## src/rtl/divider.sv

```systemverilog
// Sequential unsigned restoring divider: one quotient bit per clock, then a
// one-cycle done pulse with quotient, remainder and divide-by-zero flag held.
module divider #(
  parameter int unsigned WIDTH = 8
) (
  input  logic             clk,
  input  logic             rst,
  input  logic             start,
  input  logic [WIDTH-1:0] dividend,
  input  logic [WIDTH-1:0] divisor,
  output logic             busy,
  output logic             done,
  output logic [WIDTH-1:0] quotient,
  output logic [WIDTH-1:0] remainder,
  output logic             div_by_zero
);

  localparam int unsigned CNT_W = $clog2(WIDTH);
  localparam int unsigned REM_W = WIDTH + 1;
  localparam logic [CNT_W-1:0] LAST_ITER = CNT_W'(WIDTH - 1);

  typedef enum logic [1:0] {
    IDLE,
    RUN,
    DONE
  } state_e;

  state_e             state_q, state_d;
  logic [CNT_W-1:0]   count_q, count_d;
  logic [REM_W-1:0]   rem_w_q, rem_w_d;
  logic [WIDTH-1:0]   quo_w_q, quo_w_d;
  logic [WIDTH-1:0]   dsr_q, dsr_d;
  logic [WIDTH-1:0]   quotient_q, quotient_d;
  logic [WIDTH-1:0]   remainder_q, remainder_d;
  logic               dbz_q, dbz_d;

  logic [REM_W-1:0]   rem_shift;
  logic [REM_W-1:0]   trial;
  logic               fits;
  logic [REM_W-1:0]   rem_step;
  logic [WIDTH-1:0]   quo_step;

  // One shift-subtract iteration plus the IDLE/RUN/DONE sequencing
  always_comb begin
    state_d     = state_q;
    count_d     = count_q;
    rem_w_d     = rem_w_q;
    quo_w_d     = quo_w_q;
    dsr_d       = dsr_q;
    quotient_d  = quotient_q;
    remainder_d = remainder_q;
    dbz_d       = dbz_q;

    // The extra remainder bit keeps the trial subtraction from overflowing
    rem_shift = REM_W'({rem_w_q, quo_w_q[WIDTH-1]});
    trial     = rem_shift - {1'b0, dsr_q};
    fits      = (rem_shift >= {1'b0, dsr_q});
    rem_step  = fits ? trial : rem_shift;
    quo_step  = {quo_w_q[WIDTH-2:0], fits};

    unique case (state_q)
      IDLE: begin
        if (start) begin
          if (divisor == '0) begin
            state_d     = DONE;
            quotient_d  = '1;
            remainder_d = dividend;
            dbz_d       = 1'b1;
          end else begin
            state_d = RUN;
            dsr_d   = divisor;
            rem_w_d = '0;
            quo_w_d = dividend;
            count_d = '0;
          end
        end
      end
      RUN: begin
        rem_w_d = rem_step;
        quo_w_d = quo_step;
        count_d = count_q + CNT_W'(1);
        if (count_q == LAST_ITER) begin
          state_d     = DONE;
          quotient_d  = quo_step;
          remainder_d = rem_step[WIDTH-1:0];
          dbz_d       = 1'b0;
        end
      end
      DONE: begin
        state_d = IDLE;
      end
      default: begin
        state_d = IDLE;
      end
    endcase
  end

  always_ff @(posedge clk) begin
    if (rst) begin
      state_q     <= IDLE;
      count_q     <= '0;
      rem_w_q     <= '0;
      quo_w_q     <= '0;
      dsr_q       <= '0;
      quotient_q  <= '0;
      remainder_q <= '0;
      dbz_q       <= 1'b0;
    end else begin
      state_q     <= state_d;
      count_q     <= count_d;
      rem_w_q     <= rem_w_d;
      quo_w_q     <= quo_w_d;
      dsr_q       <= dsr_d;
      quotient_q  <= quotient_d;
      remainder_q <= remainder_d;
      dbz_q       <= dbz_d;
    end
  end

  assign busy        = (state_q != IDLE);
  assign done        = (state_q == DONE);
  assign quotient    = quotient_q;
  assign remainder   = remainder_q;
  assign div_by_zero = dbz_q;

endmodule

```

## config.mk

```make
export PLATFORM = sky130hd
export DESIGN_NAME = divider
export DESIGN_NICKNAME = d
export VERILOG_FILES = /design/src/rtl/divider.sv
export SDC_FILE = /design/constraint.sdc
export NUM_CORES = 1
export LEC_CHECK = 0
export CORE_ASPECT_RATIO = 0.5
export CORE_MARGIN = 2
export CORE_UTILIZATION = 37
export DETAILED_ROUTE_END_ITERATION = 16
export PLACE_DENSITY_LB_ADDON = 0.12
export SETUP_SLACK_MARGIN = 0.2
export SLEW_MARGIN = 20
export SYNTH_ARGS = -nofsm -noshare
export SYNTH_HDL_FRONTEND = slang
export SYNTH_SLANG_ARGS = --single-unit
```

## constraint.sdc

```tcl
create_clock -name clk -period 5.25 [get_ports clk]
set_input_delay 1.05 -clock clk [delete_from_list [all_inputs] [get_ports clk]]
set_output_delay 1.05 -clock clk [all_outputs]
set_load 0.02 [all_outputs]
```

# == After elaboration in Yosys (flattened, before gate mapping) ==
# Index checks and enable logic that the tools add are counted.
# word_totals
wordCells,53
regBits,46
output_inout_bits,19
# classes
reduce_logical,8
mux,26
bitwise,1
n_eq_ne,7
magnitude_cmp,1
addsub,2
# ops
op,n
2-to-1 mux 8 bit,11
case mux 8 bit (2 select lines),4
greater-or-equal comparator 9 x 8 -> 1 bit,1
zero test 8 bit,1
"!= test 2 bit, second input constant",4
subtractor 8 bit,1
2-to-1 mux 2 bit,3
2-to-1 mux 3 bit,2
case mux 3 bit (2 select lines),1
AND reduction 3 bit,2
case mux 2 bit (2 select lines),1
AND reduction 4 bit,1
nonzero test 2 bit,2
"adder 3 x 1 -> 3 bit, second input constant",1
"equality test 3 bit, second input constant",1
2-to-1 mux 1 bit,3
"equality test 2 x 1 -> 1 bit, second input constant",1
"equality test 2 bit, second input constant",1
zero test 2 bit,1
case mux 1 bit (2 select lines),1
AND reduction 2 bit,1
NOT 1 bit,1

# == Longest topological paths before layout ==
# Gate-level depths: netlist of the first run.
# logic_depth
word_depth,4
depth_mapped,9
depth_no_buf,9

# == Least setup slack after synthesis of the first run ==
# OpenSTA, ideal clock, no wires.
# synth_path
path_kind,input -> register
start,input divisor[0]
end,register count_q[0]
t_required_ps,5164
path_buffers,2
arrival_time_ps,2112
stages,6
slack_ps,3053
cell_sequence,nor4_2 -> a21boi_1 -> o21ba_1 -> buf_2 -> buf_6 -> a211oi_1
# synth_between
elab_chain_cells,3
# synth_lines
item,line_no,rtl
from (decl),10,"input logic [WIDTH-1:0] divisor,"
zero test 8 bit,64,if (divisor == '0) begin
!= test 2 bit (no line),n/a,
AND reduction 3 bit (no line),n/a,
to (signal assigned),110,count_q <= count_d;
to (decl),29,"logic [CNT_W-1:0] count_q, count_d;"
# No other way between the ends.
# A chain may end at the register's enable or synchronous reset.

# == Final worst setup path of the first run ==
# layout_path
start,input divisor[0]
end,register remainder_q[1] (netlist: remainder[1])
# layout_between
elab_chain_cells,3
# layout_lines
item,line_no,rtl
zero test 8 bit,64,
!= test 2 bit (no line),n/a,
AND reduction 4 bit (no line),n/a,
to (signal assigned),115,remainder_q <= remainder_d;
to (decl),34,"logic [WIDTH-1:0] remainder_q, remainder_d;"
# No other way between the ends.

==> results.toml, run 1 <==
[timing]
worst_pin_slew_ps = 937
timing.fmax_mhz = 324
tns_ps = 0
slew_headroom = 0.374
rsz0062_at_grt = "false"
finClkSkew_ps = 5.86
final_hold_viol_count = 0
post-route-min-period_ps = 3090
final-setup-viol-count = 0
final_min_period_over_clock_period = 0.589
maxSlewViolCount = 0

[logic_synthesis]
synth_top_family_by_area = "compound AO/OA/AOI/OAI gates"
synthTopCellsByArea = "dfxtp_1 40%, nand2_1 7.0%, nor2_1 6.6%"
synth_compound_area_frac = 0.242
synth_top_flop_cell = "dfxtp_1"
synth-seq-area-share = 0.397
synth_edf_count = 0
yosys_warnings = 0
synth.largest_area_cell = "dfxtp_1"
synthAdderAreaFrac = 0.0626
synth_xor_xnor_area_share = 0.00755
synthMuxAreaShare = 0.00971
async_flop_share = 0
synth_cells = 283
synth_top_area_share = 0.397
synth-seq-cells = 46
syn_nets = 313
synth.cell_area_mm2 = 0.00232
syn_area_per_cell_um2 = 8.20
synth_simple_gate_area_frac = 0.222
synth.distinct_cells = 48

[place]
hpwl_um = 3950
gp_congestion = 0.773
io_buffers = 37

[clocking]
post-cts-setup-buffers = 0
postCtsHoldBufs = 0
cts.sinks = 46
post_cts_resized = 0
h-tree-depth = 2
clock_path_buffers = 2
root_buffer = "clkbuf_16"
cts_buffers = 5
cts_tree = "built"
clk_latency_ps = 290
clk_pin_slew_worst_paths_ps = 60

[detailed_routing]
ant_nets = 0
wl_um = 5400
drc_errors = 0
wl_per_cell_um = 13.5
routed_via_density = 5.12
drtPass1Iterations = 4
vias = 2055
drt_iter0_drc = 116

[worst_setup_path]
crit_fanout = 30
cp-end-kind = "flip-flop"
cp-startpoint = "divisor[0]"
crit_path_start_kind = "input pin"
r2r_start = "state_q[0]"
worstPathRequired_ps = 5440
critPathArrivalTime_ps = 3280
worstSetupPathType = "input pin to flip-flop"

[floorplan]
die-area_mm2 = 0.00696
die_width_um = 116
start_util = 0.383
boundaryPins = 38
die_y_um = 60.0
coreArea_mm2 = 0.00606
rows = 20

[power_and_ir_drop]
p_leak_nw = 1.07
p_total_mw = 1.02
p_per_area_mw_per_mm2 = 354
vdd_drop_max_v = 0.000135

[cells_and_area]
mostFrequentLayoutCells = "46 x dfxtp_1, 43 x nand2_1, 41 x nor2_1"
final_common_cell = "dfxtp_1"
diodes = 0
area_delta_synth_final_pct = 24.5
final_layout_size_suffix_gt1_frac = 0.0607
num-nets-final = 342

[grt]
globalRoute.totalOverflow = 0
track_usage = 0.168
grt_pass1_vias = 1885
grt_max_degree = 49
antenna_found_initial = 0
grt_pass1_wl_um = 8830

[min_path]
min_path_type = "flip-flop to flip-flop"
hp-start = "dsr_q[4]"

[flow_run]
max_cap_viol_count = 0

[status]
status = "completed"
cells by family after synthesis:
kind of cell | count (synthesis)
flops | 46
fa+ha+maj | 11
simple gates | 114
xor+xnor | 2
mux | 2
compound gates | 79
buf+inv | 29
per-stage QoR:
step	worst slack, ps	hold slack [ps]	util	cell area (µm²)	cells
finish	2160	457	0.477	2890	401
global route	1850	489	0.477	2890	401
CTS	2120	458	0.477	2890	401
detailed placement	1820	450	0.449	2720	393
global placement	1880	445	0.449	2720	393
floorplan	3050	436	-	2320	283
Yosys cell counts (2+ instances only):
cell type,count
a211oi_1,9
a21o_1,2
a21oi_1,24
a22oi_1,2
a311oi_1,13
a311oi_2,2
a31oi_1,3
buf_2,6
buf_4,2
buf_6,2
clkbuf_1,6
dfxtp_1,46
ha_1,10
inv_1,12
mux2_1,2
nand2_1,43
nand2b_1,2
nand3_1,11
nor2_1,41
nor2b_1,4
nor4_2,2
o211ai_1,3
o21a_1,2
o21ai_0,6
o21ai_1,3
or3_1,3
per-layer routing:
layer,part of all wire,vias to the layer above,GRT usage
met2,0.43,49,0.275
met3,0.056,6,0.0467
met4,0.010,0,0.0459
met1,0.50,934,0.220
li1,-,1066,-
met5,0,-,0
registers in the layout, summed over array words and instances (netlist names):
signal       flops
count_q          3
div_by_zero      1
dsr_q            8
quo_w_q          8
quotient         8
rem_w_q          8
remainder        8
state_q          2
power breakdown:
group	switching, mW	internal, mW
sequential	0.0178	0.370
clock	0.132	0.225
combinational	0.170	0.106
total	0.320	0.701
area by class of cell:
type | instances | area [µm²]
Clock inverter | 2 | 37.5
Clock buffer | 6 | 129
Fill cell | 598 | 3170
Inverter | 12 | 45.0
Sequential cell | 46 | 921
Multi-Input combinational cell | 208 | 1260
Timing Repair Buffer | 39 | 385
Tap cell | 88 | 110
final timing paths:
check	end	slack [ps]	cells past startpoint
worst min-delay path	dsr_q[4]	460	2
worst max-delay path	remainder[1]	2160	6
worst min register to register	dsr_q[4]	460	2
worst max register to register	remainder[1]	2620	5
critical path, cell delays in order:
cell and delay (ps):
clkdlybuf4s50_1 430, nor4_2 310, nand4_1 310, nand2_1 820, nor2_1 80, a311oi_1 270
(Power assumes the default switching activity.)
==> run 2: changes to the inputs <==
clock period = 2.5 ns   (was 5.25 ns; I/O delays follow)
==> run 2 against run 1 <==
Via count increased by 3.3%. First-iteration DRC count increased by 28%. Routed wire length rose by 4.1%. Highest routed layer unchanged.
==> results.toml, run 2 (synthesis results as in run 1) <==
[status]
status = "completed"

[clocking]
postCtsHoldBufs = 0
clk_pin_slew_worst_paths_ps = 60
cts.sinks = 46
h-tree-depth = 2
post-cts-setup-buffers = 0
clock_path_buffers = 2
post_cts_resized = 0
root_buffer = "clkbuf_16"
clk_latency_ps = 290
cts_buffers = 5
cts_tree = "built"

[power_and_ir_drop]
vdd_drop_max_v = 0.000288
p_per_area_mw_per_mm2 = 738
p_seq_frac = 0.372
p_leak_nw = 1.11
comb_power_share = 0.285
power_switching_uw = 689
sw_frac_of_total = 0.314
p_int_mw = 1.51
pwr-share-clk = 0.343

[detailed_routing]
vias = 2122
wl_per_cell_um = 13.7
drc_errors = 0
drtPass1Iterations = 4
ant_nets = 0
wl_um = 5620
routed_via_density = 5.19
drt_iter0_drc = 148

[cells_and_area]
diodes = 0
n_fill_cell = 618
mostFrequentLayoutCells = "46 x dfxtp_1, 43 x nand2_1, 41 x nor2_1"
register_area_um2 = 921
final_area_mm2 = 0.00298
area_delta_synth_final_pct = 28.3
num-nets-final = 350
stdcell_count = 409
final_layout_size_suffix_gt1_frac = 0.0903
final_common_cell = "dfxtp_1"
final_util = 0.491
multi_input_area_mm2 = 0.00127

[worst_setup_path]
crit_fanout = 4
crit_chain = "inv_1 -> ha_1 -> nor2b_1 -> o21ai_1 -> a21oi_1 -> o41a_1 -> a311oi_1 -> a211oi_1"
critPathArrivalTime_ps = 2330
r2r_slack_ps = 320
cpPeakStageDelay_ps = 390
worstPathRequired_ps = 2650
crit_buf_inv = 1
crit_family = "compound AO/OA/AOI/OAI gates"
reg2reg_to = "remainder[7]"
r2r_cells = 8
cp-startpoint = "dsr_q[1]"
cp-end-kind = "flip-flop"
crit_path_start_kind = "flip-flop"
r2r_start = "dsr_q[1]"
slowest_stage = "a311oi_1"
worstSetupPathType = "flip-flop to flip-flop"

[timing]
final_min_period_over_clock_period = 0.871
post-route-min-period_ps = 2180
maxSlewViolCount = 0
rsz0062_at_grt = "true"
timing.fmax_mhz = 459
slew_headroom = 0.577
worst_pin_slew_ps = 635
final-setup-viol-count = 0
final_hold_viol_count = 0
tns_ps = 0
timing.hold.ws_ps = 460
finClkSkew_ps = 3.16

[min_path]
holdPathEnd = "dsr_q[6]"
hold_depth = 2
min_path_type = "flip-flop to flip-flop"
hp-start = "dsr_q[6]"

[grt]
track_usage = 0.175
globalRoute.totalOverflow = 0
antenna_found_initial = 0
grt_max_degree = 31
grt_pass1_vias = 2011
grt_pass1_wl_um = 9350

[floorplan]
die_width_um = 116
boundaryPins = 38
die_y_um = 60.0
rows = 20
start_util = 0.383
coreArea_mm2 = 0.00606
die-area_mm2 = 0.00696

[place]
dp.cells = 401
dpl-instance-area_mm2 = 0.00279
gp_congestion = 0.785
io_buffers = 37
hpwl_um = 4210

[flow_run]
max_cap_viol_count = 0
[run 2: changes by cell type in the layout (fill, tap and decap cells not counted), sizes merged]
cell / change
buf: +8
[run 2: how the worst max path moves through the flow]
stage / endpoint / cells past startpoint
after CTS: remainder[3] / 7
after floorplan: remainder[6] / 9
final: remainder[7] / 8
after global placement: rem_w_q[7] / 7
after detailed placement: rem_w_q[7] / 7
after global routing: remainder[3] / 9
[run 2: area by class of cell]
type | instances | share of cell area
clock buffer | 6 | 0.0433
clock inverter | 2 | 0.0126
inverter | 12 | 0.0151
multi-input combinational | 208 | 0.429
sequential | 46 | 0.310
tap | 88 | 0.0370
timing repair buffer | 47 | 0.154
[run 2: power groups by stage]
stage               Sequential [mW]  Clock, mW  Combinational, mW
detailed placement            0.831          0              0.600
floorplan                     0.818          0              0.454
global route                  0.822      0.793              0.697
finish                        0.816      0.752              0.627
CTS                           0.815      0.766              0.603
global placement              0.830          0              0.581
[run 2: per-stage QoR]
| step | setup WS [ps] | total power [mW] |
|---|---|---|
| floorplan | 551 | 1.27 |
| global placement | 236 | 1.41 |
| detailed placement | 207 | 1.43 |
| CTS | 258 | 2.19 |
| global route | 195 | 2.31 |
| finish | 323 | 2.19 |
[run 2: layer usage]
| metal | GRT usage | routed length, µm | vias to the layer above |
|---|---|---|---|
| met5 | 0 | 0 | - |
| met4 | 0.0459 | 52 | 0 |
| met3 | 0.0396 | 302 | 5 |
| met2 | 0.291 | 2500 | 53 |
| met1 | 0.233 | 2760 | 985 |
| li1 | - | - | 1079 |
[run 2: worst reg2reg max path, cell delays in order, from the launching register on]
cell and delay (ps):
dfxtp_1 380, inv_1 70, ha_1 290, nor2b_1 130, o21ai_1 180, a21oi_1 150
o41a_1 330, a311oi_1 390, a211oi_1 120
